$ cat src/rtl/flopoco_fmt_pkg.sv
`default_nettype none
// ============================================================================
//  Module   : flopoco_fmt_pkg
//  Brief    : Shared definitions for the FloPoCo wE=4 / wF=10 float word and
//             the binary16 range classes used by the half-to-FloPoCo encoder.
//  Revision : 1.0 - initial release
// ============================================================================
package flopoco_fmt_pkg;

    localparam int WE        = 4;
    localparam int WF        = 10;
    localparam int FP_W      = 17;
    localparam int BIAS      = 7;
    localparam int HALF_BIAS = 15;

    // FloPoCo two-bit exception field
    localparam logic [1:0] EXC_ZERO   = 2'b00;
    localparam logic [1:0] EXC_NORMAL = 2'b01;
    localparam logic [1:0] EXC_INF    = 2'b10;
    localparam logic [1:0] EXC_NAN    = 2'b11;

    // Half exponent window that maps onto the wE=4 normal range (8..23)
    localparam logic [4:0] HALF_EXP_ALL1 = 5'd31;
    localparam logic [4:0] NORM_EXP_MIN  = 5'(HALF_BIAS - BIAS);
    localparam logic [4:0] NORM_EXP_MAX  = 5'(HALF_BIAS - BIAS + (1 << WE) - 1);

    typedef struct packed {
        logic [1:0]    exc;
        logic          sign;
        logic [WE-1:0] exp;
        logic [WF-1:0] frac;
    } flopoco_word_t;

    // Class of a binary16 input relative to the wE=4 target range
    typedef enum logic [2:0] {
        CLS_ZERO = 3'd0,   // exact zero
        CLS_SUB  = 3'd1,   // half subnormal, flushed
        CLS_UDF  = 3'd2,   // normal half below the target range
        CLS_NORM = 3'd3,   // representable normal
        CLS_OVF  = 3'd4,   // finite half above the target range
        CLS_INF  = 3'd5,   // infinity
        CLS_NAN  = 3'd6    // not-a-number
    } half_class_t;

    // Re-bias a representable half exponent (bias 15) to FloPoCo bias 7
    function automatic logic [WE-1:0] rebias(input logic [4:0] half_exp);
        return WE'(half_exp - NORM_EXP_MIN);
    endfunction

endpackage
`default_nettype wire

$ cat src/rtl/half_to_flopoco_4_10_classify.sv
`default_nettype none
// ============================================================================
//  Module   : half_classify
//  Brief    : Combinational decode of an IEEE binary16 word into sign,
//             range class, raw exponent and fraction.
//  Revision : 1.0 - initial release
// ============================================================================
module half_classify
    import flopoco_fmt_pkg::*;
(
    input  logic [15:0]   i_half,
    output logic          o_sign,
    output half_class_t   o_cls,
    output logic [4:0]    o_exp,
    output logic [WF-1:0] o_frac
);

    logic          w_frac_nz;

    assign o_sign    = i_half[15];
    assign o_exp     = i_half[14:10];
    assign o_frac    = i_half[9:0];
    assign w_frac_nz = |i_half[9:0];

    // Range classification against the wE=4 normal window
    always_comb begin
        o_cls = CLS_NORM;
        if (o_exp == HALF_EXP_ALL1) begin
            o_cls = w_frac_nz ? CLS_NAN : CLS_INF;
        end else if (o_exp == 5'd0) begin
            o_cls = w_frac_nz ? CLS_SUB : CLS_ZERO;
        end else if (o_exp < NORM_EXP_MIN) begin
            o_cls = CLS_UDF;
        end else if (o_exp > NORM_EXP_MAX) begin
            o_cls = CLS_OVF;
        end
    end

endmodule
`default_nettype wire

$ cat src/rtl/half_to_flopoco_4_10.sv
`default_nettype none
// ============================================================================
//  Module   : half_to_flopoco_4_10
//  Brief    : Two-stage valid/ready encoder from IEEE binary16 to the FloPoCo
//             17-bit float (wE=4, wF=10) with per-beat range flags and
//             saturating overflow/underflow event counters.
//             Build option HALF2FP_SATURATE_EN: overflow yields the largest
//             finite normal instead of infinity.
//  Revision : 1.0 - initial release
// ============================================================================
module half_to_flopoco_4_10
    import flopoco_fmt_pkg::*;
#(
    parameter int CNT_W                = 16,
    parameter bit FLUSH_SUBNORMAL_FLAG = 1'b1
) (
    input  logic             clk,
    input  logic             rst_n,
    input  logic             in_valid,
    output logic             in_ready,
    input  logic [15:0]      in_data,
    output logic             out_valid,
    input  logic             out_ready,
    output logic [FP_W-1:0]  out_data,
    output logic             out_ovf,
    output logic             out_udf,
    input  logic             cnt_clr,
    output logic [CNT_W-1:0] ovf_cnt,
    output logic [CNT_W-1:0] udf_cnt
);

    localparam logic [CNT_W-1:0] c_cnt_max = {CNT_W{1'b1}};
    localparam logic [CNT_W-1:0] c_cnt_one = {{(CNT_W-1){1'b0}}, 1'b1};

    // Decode of the incoming word
    logic          w_cls_sign;
    half_class_t   w_cls;
    logic [4:0]    w_cls_exp;
    logic [WF-1:0] w_cls_frac;

    // Stage 1 state
    logic          r_s1_valid;
    logic          r_s1_sign;
    half_class_t   r_s1_cls;
    logic [4:0]    r_s1_exp;
    logic [WF-1:0] r_s1_frac;

    // Stage 2 state
    logic            r_s2_valid;
    logic [FP_W-1:0] r_out_data;
    logic            r_out_ovf;
    logic            r_out_udf;

    logic [CNT_W-1:0] r_ovf_cnt;
    logic [CNT_W-1:0] r_udf_cnt;

    logic          w_s1_advance;
    logic          w_in_fire;
    logic          w_out_fire;
    flopoco_word_t w_pack;
    logic          w_pack_ovf;
    logic          w_pack_udf;

    half_classify u_classify (
        .i_half (in_data),
        .o_sign (w_cls_sign),
        .o_cls  (w_cls),
        .o_exp  (w_cls_exp),
        .o_frac (w_cls_frac)
    );

    assign w_s1_advance = !r_s2_valid || out_ready;
    assign in_ready     = !r_s1_valid || w_s1_advance;
    assign w_in_fire    = in_valid && in_ready;
    assign w_out_fire   = r_s2_valid && out_ready;

    assign out_valid = r_s2_valid;
    assign out_data  = r_out_data;
    assign out_ovf   = r_out_ovf;
    assign out_udf   = r_out_udf;
    assign ovf_cnt   = r_ovf_cnt;
    assign udf_cnt   = r_udf_cnt;

    // Stage 1: capture the decoded input whenever the slot can take a beat
    always_ff @(posedge clk or negedge rst_n) begin
        if (!rst_n) begin
            r_s1_valid <= 1'b0;
            r_s1_sign  <= 1'b0;
            r_s1_cls   <= CLS_ZERO;
            r_s1_exp   <= 5'd0;
            r_s1_frac  <= '0;
        end else if (in_ready) begin
            r_s1_valid <= in_valid;
            if (w_in_fire) begin
                r_s1_sign <= w_cls_sign;
                r_s1_cls  <= w_cls;
                r_s1_exp  <= w_cls_exp;
                r_s1_frac <= w_cls_frac;
            end
        end
    end

    // Pack the stage-1 beat into a FloPoCo word and its range flags
    always_comb begin
        w_pack      = '0;
        w_pack.sign = r_s1_sign;
        w_pack_ovf  = 1'b0;
        w_pack_udf  = 1'b0;
        case (r_s1_cls)
            CLS_NAN:  w_pack.exc = EXC_NAN;
            CLS_INF:  w_pack.exc = EXC_INF;
            CLS_SUB:  w_pack_udf = FLUSH_SUBNORMAL_FLAG;
            CLS_UDF:  w_pack_udf = 1'b1;
            CLS_NORM: begin
                w_pack.exc  = EXC_NORMAL;
                w_pack.exp  = rebias(r_s1_exp);
                w_pack.frac = r_s1_frac;
            end
            CLS_OVF: begin
                w_pack_ovf = 1'b1;
`ifdef HALF2FP_SATURATE_EN
                w_pack.exc  = EXC_NORMAL;
                w_pack.exp  = '1;
                w_pack.frac = '1;
`else
                w_pack.exc  = EXC_INF;
`endif
            end
            default:  w_pack.exc = EXC_ZERO;
        endcase
    end

    // Stage 2: output register, held stable while downstream stalls
    always_ff @(posedge clk or negedge rst_n) begin
        if (!rst_n) begin
            r_s2_valid <= 1'b0;
            r_out_data <= '0;
            r_out_ovf  <= 1'b0;
            r_out_udf  <= 1'b0;
        end else if (w_s1_advance) begin
            r_s2_valid <= r_s1_valid;
            if (r_s1_valid) begin
                r_out_data <= w_pack;
                r_out_ovf  <= w_pack_ovf;
                r_out_udf  <= w_pack_udf;
            end
        end
    end

    // Saturating event counters; clear wins over a same-cycle increment
    always_ff @(posedge clk or negedge rst_n) begin
        if (!rst_n) begin
            r_ovf_cnt <= '0;
            r_udf_cnt <= '0;
        end else if (cnt_clr) begin
            r_ovf_cnt <= '0;
            r_udf_cnt <= '0;
        end else begin
            if (w_out_fire && r_out_ovf && (r_ovf_cnt != c_cnt_max)) begin
                r_ovf_cnt <= r_ovf_cnt + c_cnt_one;
            end
            if (w_out_fire && r_out_udf && (r_udf_cnt != c_cnt_max)) begin
                r_udf_cnt <= r_udf_cnt + c_cnt_one;
            end
        end
    end

endmodule
`default_nettype wire
$ cat config.mk
export PLATFORM = sky130hd
export DESIGN_NAME = half_to_flopoco_4_10
export DESIGN_NICKNAME = d
export VERILOG_FILES = /design/src/rtl/flopoco_fmt_pkg.sv /design/src/rtl/half_to_flopoco_4_10_classify.sv /design/src/rtl/half_to_flopoco_4_10.sv
export SDC_FILE = /design/constraint.sdc
export NUM_CORES = 1
export LEC_CHECK = 0
export CELL_PAD_IN_SITES_DETAIL_PLACEMENT = 0
export CELL_PAD_IN_SITES_GLOBAL_PLACEMENT = 1
export CORE_UTILIZATION = 39
export CTS_CLUSTER_DIAMETER = 100
export CTS_CLUSTER_SIZE = 14
export DETAILED_ROUTE_END_ITERATION = 16
export PLACE_DENSITY = 0.76
export SETUP_SLACK_MARGIN = 0.1
export SLEW_MARGIN = 5
export SYNTH_ARGS = -nofsm -noshare
export SYNTH_HDL_FRONTEND = slang
export SYNTH_SLANG_ARGS = --single-unit
$ cat constraint.sdc
create_clock -name clk -period 2.4 [get_ports clk]
set_input_delay 0.48 -clock clk [delete_from_list [all_inputs] [get_ports clk]]
set_output_delay 0.48 -clock clk [all_outputs]
set_load 0.1 [all_outputs]
==> summary.txt <==
======================================================================================================
Synthesized flop and latch total                                                                    71
Routed Antenna Nets                                                                                  0
Total of max-cap violations                                                                          0
Critical path fanouts, max                                                                          15
Floorplan Core Area                                                                          8300 um^2
Required time reported for the critical path endpoint                                          2.63 ns
Fmax                                                                                         0.473 GHz
Total congestion overflow after global routing                                                       0
Antenna diode count                                                                                  0
Biggest area consumer among synthesized cells                                                  dfrtp_1
Proportion of register bits with asynchronous set or reset after synthesis                        100%
Buffer levels on the longest clock path                                                              2
Number of endpoints with negative hold slack in the final report                                     0
Setup Slack @ Placement                                                                      0.0271 ns
Gp weighted congestion                                                                           0.743
Detailed-placement wirelength estimate                                                         5470 um
First-pass GRT wire length                                                                    13300 um
Pins over their slew limit                                                                           0
CTS H-Tree Depth                                                                                     3
Unique cell type count in the Yosys netlist                                                         45
Number of primary I/O pins                                                                          74
Net Count, Synth                                                                                   339
Worst R2R Setup Slack                                                                          0.29 ns
Clock transition at the register clock pins on the worst setup and hold paths after CTS        0.08 ns
Detailed Route Iter0 Violations                                                                    116
Mean Syn Cell Area                                                                           10.7 um^2
Commonest register cell after synthesis                                                        dfrtp_1
Number of resized instances in the post-cts repair step                                              0
Final WL                                                                                       7820 um
Fraction of post-synthesis cell area in the top cell type by area                                52.4%
Pre-antenna DRT Iters                                                                                5
Power Dens Cells                                                                           727 nW/um^2
Dominant cells by area after synthesis                                                    dfrtp_1, mux2_2, a22o_1
Proportion of synthesized chip area in sequential cells                                          52.4%
Worst IR Drop VDD                                                                               416 uV
Time the worst path needs with I/O delays and setup                                            2.11 ns
Final cell area excluding filler cells                                                       4390 um^2
Measured slew at the worst slew-check pin                                                     0.540 ns
Critical path arrival                                                                          2.34 ns
Outcome                                                                                   complete, no violations
CTS tree                                                                                          done
Number of post-CTS setup repair buffers                                                              0
Unrepaired setup endpoints after global routing                                                  false
Sort of element at the start of the critical path                                             register
Final net count                                                                                    423
Clock root buffer                                                                             clkbuf_8
Number of buffers created by CTS                                                                     9
Growth of design area from synthesis to finish                                                   29.6%
Via density per instance                                                                          5.60
Start point of the critical path                                                            ovf_cnt[0]
Source of the worst register-to-register timing path                                        ovf_cnt[0]
Number of clock sinks                                                                               71
Antenna violations before repair                                                                     0
Overall die area                                                                             9070 um^2
Post-route DRC violation count                                                                       0
Worst setup EP type                                                                           register
Total Power Consumption                                                                        3.19 mW
Largest net degree at the start of global routing                                                   72
Initial Utilization                                                                              40.9%
Class of the worst hold path                                                              input port to asynchronous set/reset pin
Total leakage power                                                                            1.86 nW
Final critical-path share of the clock period                                                    88.1%
Post-Place Cells                                                                                   494
Final routed wire length divided by cell count                                                 15.3 um
Cell area after placement                                                                    4190 um^2
Rel. slew slack                                                                                  63.7%
Area of the mapped netlist                                                                   3390 um^2
Worst Reg-to-Reg Cells                                                                               5
Clock latency of the later-clocked register in the worst-skew pair                             0.34 ns
Die width                                                                                      95.2 um
Setup skew after layout                                                                     0.00821 ns
Type of the setup path with the least slack                                               register to register
Final WS setup                                                                                0.286 ns
Number of vias in the routed layout                                                               2855
Number of flops mapped to enable cells by yosys                                                      0
Combined global-route utilization of all metal layers                                            18.9%
Number of placement rows                                                                            33
Proportion of layout cells with a drive suffix above 1                                           32.8%
Capturing point of the worst reg2reg path                                                  ovf_cnt[15]
Cell Count, Final, Fillers Out                                                                     510
Synthesized instance count                                                                         316
YS warnings                                                                                          0
Number of buffer cells added on primary ports                                                       73
Hold buffer count at cts                                                                             0
Final setup violation count                                                                          0
Worst Hold Margin                                                                             0.136 ns
Chip height                                                                                    95.2 um
Via count of the first global-routing pass                                                        2726
======================================================================================================
## worst max-delay path, stage by stage, from the launching register on
cell	delay [ns]
dfrtp_2	0.45
ha_1	0.24
and3_1	0.22
and4_1	0.32
nor4_1	0.41
mux2_2	0.37
## through the flow
step / utilization (%) / setup TNS (ns)
global route: 52.9 / 0
finish: 52.9 / 0
global placement: 50.5 / 0
floorplan: - / -0.650
detailed placement: 50.5 / 0
CTS: 52.9 / 0
## cell families after synthesis
group,Yosys count,share of synthesized area [%]
muxes,22,7.23
xor gates and xnor gates,2,0.517
buffers and inverters,20,3.06
and+or+nand+nor,122,20.7
adders and majority gates,2,0.738
DFF,71,52.4
AOI/OAI and AO/OA,77,15.4
## layout make-up
| type | instances | area (um^2) |
|---|---|---|
| Fill cell | 751 | 3910 |
| Inverter | 7 | 26.3 |
| Timing Repair Buffer | 86 | 716 |
| Tap cell | 105 | 131 |
| Clock buffer | 9 | 124 |
| Sequential cell | 71 | 1810 |
| Multi-Input combinational cell | 225 | 1510 |
| Clock inverter | 7 | 80.1 |
## registers in the layout, indices dropped and copies added (netlist names)
signal	count
r_s1_cls	3
r_s1_sign	1
out_ovf	1
out_data	17
r_s1_valid	1
r_s1_exp	4
r_s1_frac	10
out_valid	1
udf_cnt	16
ovf_cnt	16
out_udf	1
## routing by layer
layer  track usage, %  vias up  routed length (um)
met5                0        -                   0
met4             7.58        0                 108
met3             3.51       10                 352
met2             30.1       75                3670
met1             25.3     1392                3680
li1                 -     1378                   -
## worst max path at each step
stage          cells after the start           to  slack [ns]
2_1_floorplan                      4  r_s1_exp[0]       -0.05
3_3_place_gp                       6  udf_cnt[11]        0.08
3_5_place_dp                       6  udf_cnt[11]        0.03
4_1_cts                            5  ovf_cnt[15]        0.28
5_1_grt                            5  ovf_cnt[15]        0.16
6_report                           5  ovf_cnt[15]        0.29
## power by group
group | internal, mW | switching, mW
sequential | 1.30 | 0.0745
combinational | 0.219 | 0.607
clock | 0.493 | 0.498
total | 2.01 | 1.18
## cell usage in the layout, fill, tap and decap left out, types with 4 or more instances in the layout
master           netlist  routed
buf_4                  0      64
dfrtp_1               71      49
nand2_1               29      29
a21oi_1               24      24
dfrtp_2                0      21
mux2_2                20      20
clkdlybuf4s50_1        0      19
o31ai_1               16      16
a22o_1                14      14
or4_1                 13      13
nand3_1               12      12
o21ai_0               11      11
nor2_1                10      10
nor4_1                10      10
nand4_1                9       9
clkbuf_8               2       9
inv_1                  7       7
nor3_1                 5       5
and4_1                 5       5
or3_1                  5       5
and3_1                 4       4
nor2b_1                4       4
and2_1                 4       4
## cells in the mapped netlist (all sizes together), types with 4 or more instances
| cell | number |
|---|---|
| o21ai | 11 |
| nor2b | 4 |
| nor2 | 10 |
| and2 | 4 |
| clkbuf | 11 |
| inv | 7 |
| nand3 | 12 |
| nand2 | 29 |
| nor3 | 5 |
| o31ai | 16 |
| and4 | 5 |
| or3 | 7 |
| mux2 | 20 |
| or4 | 15 |
| a21oi | 24 |
| a22o | 14 |
| nand4 | 10 |
| dfrtp | 71 |
| and3 | 5 |
| nor4 | 11 |
Note: power is estimated with default switching activity, not from simulation.
==> RTL change 1: new RTL, config.mk and constraints unchanged <==
The parameter `CNT_W` goes from 16 to 32.
--- a/src/rtl/half_to_flopoco_4_10.sv
+++ b/src/rtl/half_to_flopoco_4_10.sv
@@ -12,5 +12,5 @@
     import flopoco_fmt_pkg::*;
 #(
-    parameter int CNT_W                = 16,
+    parameter int CNT_W                = 32,
     parameter bit FLUSH_SUBNORMAL_FLAG = 1'b1
 ) (
Interface: changed (resized ovf_cnt and udf_cnt); port bits go from 74 to 106. The function was not compared with the original's and may differ.
==> RTL change 1 against the original RTL <==
Routed wire length rose by 67%; sequential cell count is 32 higher; cell count rose by 62%; via count is 58% higher; combinational power up 6.5%; utilization down 0.55 points; die area increased by 54%; first-iteration DRC count grew 93%; cell area increased by 57%; power is 38% higher; area after synthesis up 55%; setup slack worse by 94 ps; critical endpoint is now ovf_cnt[12]$_DFFE_PN0P_; largest power group unchanged; highest routed layer unchanged.
==> RTL change 1: results <==
group,metric,value,unit
synthesis,synth_ff_type,"dfrtp_1",
placed_design,portBuffers,105,
drt,drt_iter0_markers,224,
critical_path,worstPathArrival,2440,ps
global_routing,grt.total_usage,19.6,%
drt,routed.top_layer,"met4",
clock_network,cts_root_buf,"clkbuf_16",
global_routing,grt_pass1_wl,22300,microns
status,status,"finished clean",
drt,wl_per_cell,15.8,microns
drt,firstDrtPassIters,4,
global_routing,grtUsageMet1,26.0,%
power_and_ir_drop,p_leak,0.00280,uW
synthesis,seq_area_frac_synth,49.0,%
synthesis,yosys_warnings,0,
synthesis,synth_mux_area_share,7.01,%
synthesis,synth_xor_area_share,3.00,%
final_layout,drive_gt1_share,38.5,%
drt,vias_per_cell,5.47,
synthesis,synthAdderAreaFrac,0.476,%
power_and_ir_drop,power.share.clock,36.4,%
final_layout,antenna_cells,0,
placed_design,gp_congestion,0.795,
sta,tightest_slew,555,ps
placed_design,place_inst,810,
power_and_ir_drop,ir_drop,0.485,mV
synthesis,synth_compound_area_share,12.7,%
synthesis,synthCells,526,
sta,totalNegativeSetupSlack,0,ps
synthesis,syn_nets,549,
clock_network,cts_made_buffers,9,
power_and_ir_drop,power_switching_share,31.8,%
synthesis,synth_cell_types,58,
power_and_ir_drop,comb-power,880,uW
drt,wl_met3,814,microns
critical_path,path_max_fanout,7,
clock_network,cts_buffer_depth,2,
synthesis,synthArstFlopShare,100,%
drt,wl_met1,5970,microns
clock_network,insertion_delay,350,ps
sta,fin_worst_skew,4.85,ps
clock_network,path_clk_slew,70,ps
final_layout,fin_nets,668,
final_layout,mostFrequentLayoutCell,"buf_4",
drt,met2WireLength,6110,microns
sta,hold_viol_final,0,
min_path,worstHoldPathType,"in -> async",
placed_design,dp_hpwl,9330,microns
synthesis,synth.area.top_cells,"dfrtp_1, mux2_2, nor2_1",
global_routing,grt_max_degree,69,
clock_network,cts_htree_levels,3,
clock_network,cts_setup_buffers,0,
synthesis,synth_top_cells_by_count,"dfrtp_1, nor2_1, nand2_1",
global_routing,grt_util_met3,4.87,%
global_routing,antenna_found_initial,0,
global_routing,grt_pass1_vias,4469,
power_and_ir_drop,p_sw,1400,uW
global_routing,gr-usage-met2,31.3,%
final_layout,instances_no_fill,826,
placed_design,place_area,6590,sq um
RTL change 1: changes by cell type in the layout (fill, tap and decap cells not counted), moves of 11 or more:
cell,delta
buf_4,+47
xnor2_1,+15
nor2_1,+42
dfrtp_2,+36
nand3_1,+15
nor2b_1,+11
RTL change 1: path summary, 6_finish.rpt:
check	cells after the start	slack (ps)	endpoint	start
max reg2reg	6	190	ovf_cnt[12]$_DFFE_PN0P_	ovf_cnt[0]$_DFFE_PN0P_
min	1	80	ovf_cnt[30]$_DFFE_PN0P_	rst_n
max in group asynchronous	2	1660	ovf_cnt[0]$_DFFE_PN0P_	rst_n
min in group clk	1	460	out_data[13]$_DFFE_PN0P_	r_s1_exp[3]$_DFFE_PN0P_
max	6	190	ovf_cnt[12]$_DFFE_PN0P_	ovf_cnt[0]$_DFFE_PN0P_
min reg2reg	1	460	out_data[13]$_DFFE_PN0P_	r_s1_exp[3]$_DFFE_PN0P_
RTL change 1: timing repair:
action | in CTS | in global routing
gates resized for setup | 0 | 3
endpoints found under the hold margin | 0 | 0
endpoints found under the setup margin | 0 | 5
hold buffers | 0 | 0
RTL change 1: area by class of cell:
cell class / instances / area (sq um)
tap: 176 / 220
fill: 1221 / 6280
sequential: 103 / 2680
clock buffer: 10 / 229
timing repair buffer: 133 / 1080
clock inverter: 6 / 92.6
multi-input combinational: 386 / 2570
inverter: 12 / 45.0
RTL change 1: per-stage QoR:
step | hold slack, ps | worst slack [ps]
2_1_floorplan | 184 | -186
3_3_place_gp | 450 | -91.3
3_5_place_dp | 462 | -118
4_1_cts | 97.2 | 188
5_1_grt | 123 | 89.3
6_report | 79.5 | 191
RTL change 1: worst max-delay path: stages (launching register included):
cell and delay, ps:
dfrtp_4 460, ha_4 150, nand3_1 270, or4_4 620
a31oi_4 210, nand3_1 110, mux2_2 270
==> RTL change 2: new RTL, same flow settings <==
Made on the original files. Encoding of `half_class_t`: now one-hot (7 bits for 7 values).
--- a/src/rtl/flopoco_fmt_pkg.sv
+++ b/src/rtl/flopoco_fmt_pkg.sv
@@ -33,12 +33,12 @@
 
     // Class of a binary16 input relative to the wE=4 target range
-    typedef enum logic [2:0] {
-        CLS_ZERO = 3'd0,   // exact zero
-        CLS_SUB  = 3'd1,   // half subnormal, flushed
-        CLS_UDF  = 3'd2,   // normal half below the target range
-        CLS_NORM = 3'd3,   // representable normal
-        CLS_OVF  = 3'd4,   // finite half above the target range
-        CLS_INF  = 3'd5,   // infinity
-        CLS_NAN  = 3'd6    // not-a-number
+    typedef enum logic [6:0] {
+        CLS_ZERO = 7'b0000001,   // exact zero
+        CLS_SUB  = 7'b0000010,   // half subnormal, flushed
+        CLS_UDF  = 7'b0000100,   // normal half below the target range
+        CLS_NORM = 7'b0001000,   // representable normal
+        CLS_OVF  = 7'b0010000,   // finite half above the target range
+        CLS_INF  = 7'b0100000,   // infinity
+        CLS_NAN  = 7'b1000000    // not-a-number
     } half_class_t;
 
Function: same outputs for any inputs over 10 cycles, from zero or initial values and one cycle with rst_n low; not proved beyond that.
==> RTL change 2 against the original RTL <==
Fmax grew 1.7%; critical path depth is 1 lower; sequential cell count is 4 higher; power down 1.3%; routed wire length rose by 5.0%; setup slack improved by 36 ps; cell area is 5.2% higher; area after synthesis grew 3.6%.
==> RTL change 2: results <==
group,metric,value,unit
final_layout,antenna_cells,0,
synthesis,yosys_warnings,0,
min_path,worstHoldPathType,"in -> async",
sta,hold_viol_final,0,
drt,via_count,2917,
placed_design,portBuffers,73,
synthesis,synthArstFlopShare,100,%
critical_path,worstPathArrival,1600,ps
final_layout,drive_gt1_share,33.5,%
placed_design,gp_congestion,0.783,
placed_design,place_area,4440,sq um
clock_network,cts_buffer_depth,2,
synthesis,seq_area_frac_synth,53.5,%
floorplanning,fp-row-count,34,
clock_network,path_clk_slew,90,ps
global_routing,grt_pass1_wl,14000,microns
drt,firstDrtPassIters,5,
critical_path,cpLargestDelayFamily,"buffers and inverters",
final_layout,post-route-util,53.0,%
critical_path,critical_path.max_stage_delay,480,ps
global_routing,grt_max_degree,39,
global_routing,grt.total_usage,18.6,%
synthesis,synth.area.top_cells,"dfrtp_1, mux2_2, a22o_1",
critical_path,reg2reg_slack,430,ps
final_layout,fillCellCount,791,
critical_path,critPathLaunch,"out_ready",
sta,fin_worst_skew,12.5,ps
status,status,"finished clean",
global_routing,grt_pass1_vias,2822,
drt,vias_per_cell,5.55,
critical_path,reg2reg_from,"udf_cnt[0]$_DFFE_PN0P_",
drt,wl,8200,microns
clock_network,cts_root_buf,"clkbuf_8",
placed_design,place_inst,510,
drt,drt_iter0_markers,107,
clock_network,insertion_delay,360,ps
synthesis,synth_top_cells_by_count,"dfrtp_1, a21oi_1, a22o_1, mux2_2, nand2_1",
synthesis,synthCells,326,
placed_design,place_ws,-78.7,ps
clock_network,cts_made_buffers,9,
critical_path,path_max_fanout,5,
power_and_ir_drop,p_leak,0.00195,uW
sta,slew_headroom,65.9,%
final_layout,fin_nets,436,
placed_design,dp_hpwl,5700,microns
synthesis,syn_nets,349,
synthesis,synth_cell_types,46,
clock_network,ctsResizeCount,0,
sta,min_period,2080,ps
power_and_ir_drop,ir_drop,0.316,mV
critical_path,crit_slowest_cell,"clkdlybuf4s50_1",
-- RTL change 2: changes by cell type after synthesis, moves of 3 or more --
cell | before | now
nand2_1 | 29 | 19
or3_1 | 5 | 12
o31ai_1 | 16 | 10
a22o_1 | 14 | 19
nor3_1 | 5 | 10
clkbuf_1 | 9 | 13
nand3_1 | 12 | 16
and2_1 | 4 | 1
dfrtp_1 | 71 | 74
nor4b_1 | 0 | 3
-- RTL change 2: layout make-up --
cell class	instances	area share [%]
clock inverter	7	1.27
multi-input combinational	229	34.6
clock buffer	9	2.68
tap	108	2.92
timing repair buffer	91	16.6
sequential	75	41.3
inverter	7	0.568
-- RTL change 2: cells by family (layout without fill, tap and decap cells) --
group	after synthesis	count (layout)	share of synthesized area (%)
and+or+nand+nor	127	127	21.4
AOI/OAI and AO/OA	77	77	14.9
DFF	75	75	53.5
buffers and inverters	22	114	2.42
muxes	20	20	6.37
xor gates and xnor gates	3	3	0.748
adders and majority gates	2	2	0.712
-- RTL change 2: worst reg2reg max path: cells and delay by family (launching register included) --
family / cells / cell delay (ps)
and+or+nand+nor: 3 / 610
DFF: 1 / 450
buffers and inverters: 1 / 190
adders and majority gates: 1 / 240
muxes: 1 / 370
-- RTL change 2: metrics by stage --
step	TNS, ps	total power, uW	hold WS [ps]
3_3_place_gp	-128	2250	468
5_1_grt	0	3290	124
4_1_cts	0	3190	93.2
2_1_floorplan	-1550	2020	184
3_5_place_dp	-223	2250	473
6_report	0	3150	86.4
-- RTL change 2: worst paths after layout --
path	to	cells after the start
setup / recovery	in_ready	4
hold / removal	ovf_cnt[13]$_DFFE_PN0P_	1
setup reg to reg	udf_cnt[6]$_DFFE_PN0P_	6
hold reg to reg	out_valid$_DFFE_PN0P_	1
max in group asynchronous	r_s1_cls[0]$_DFFE_PN1P_	2
min in group clk	out_valid$_DFFE_PN0P_	1
-- RTL change 2: power by group --
group          internal, uW  leakage, uW  switching [uW]
Clock                   391    0.0000872             539
Sequential             1360     0.000950            68.7
Combinational           232     0.000912             559
-- RTL change 2: routing by layer --
metal  vias up  routed length (microns)  GRT usage [%]
li1       1428                        -              -
met1      1411                     3970           25.5
met2        65                     3690           28.4
met3        13                      394           4.19
met4         0                      144           7.58
met5         -                        0              0
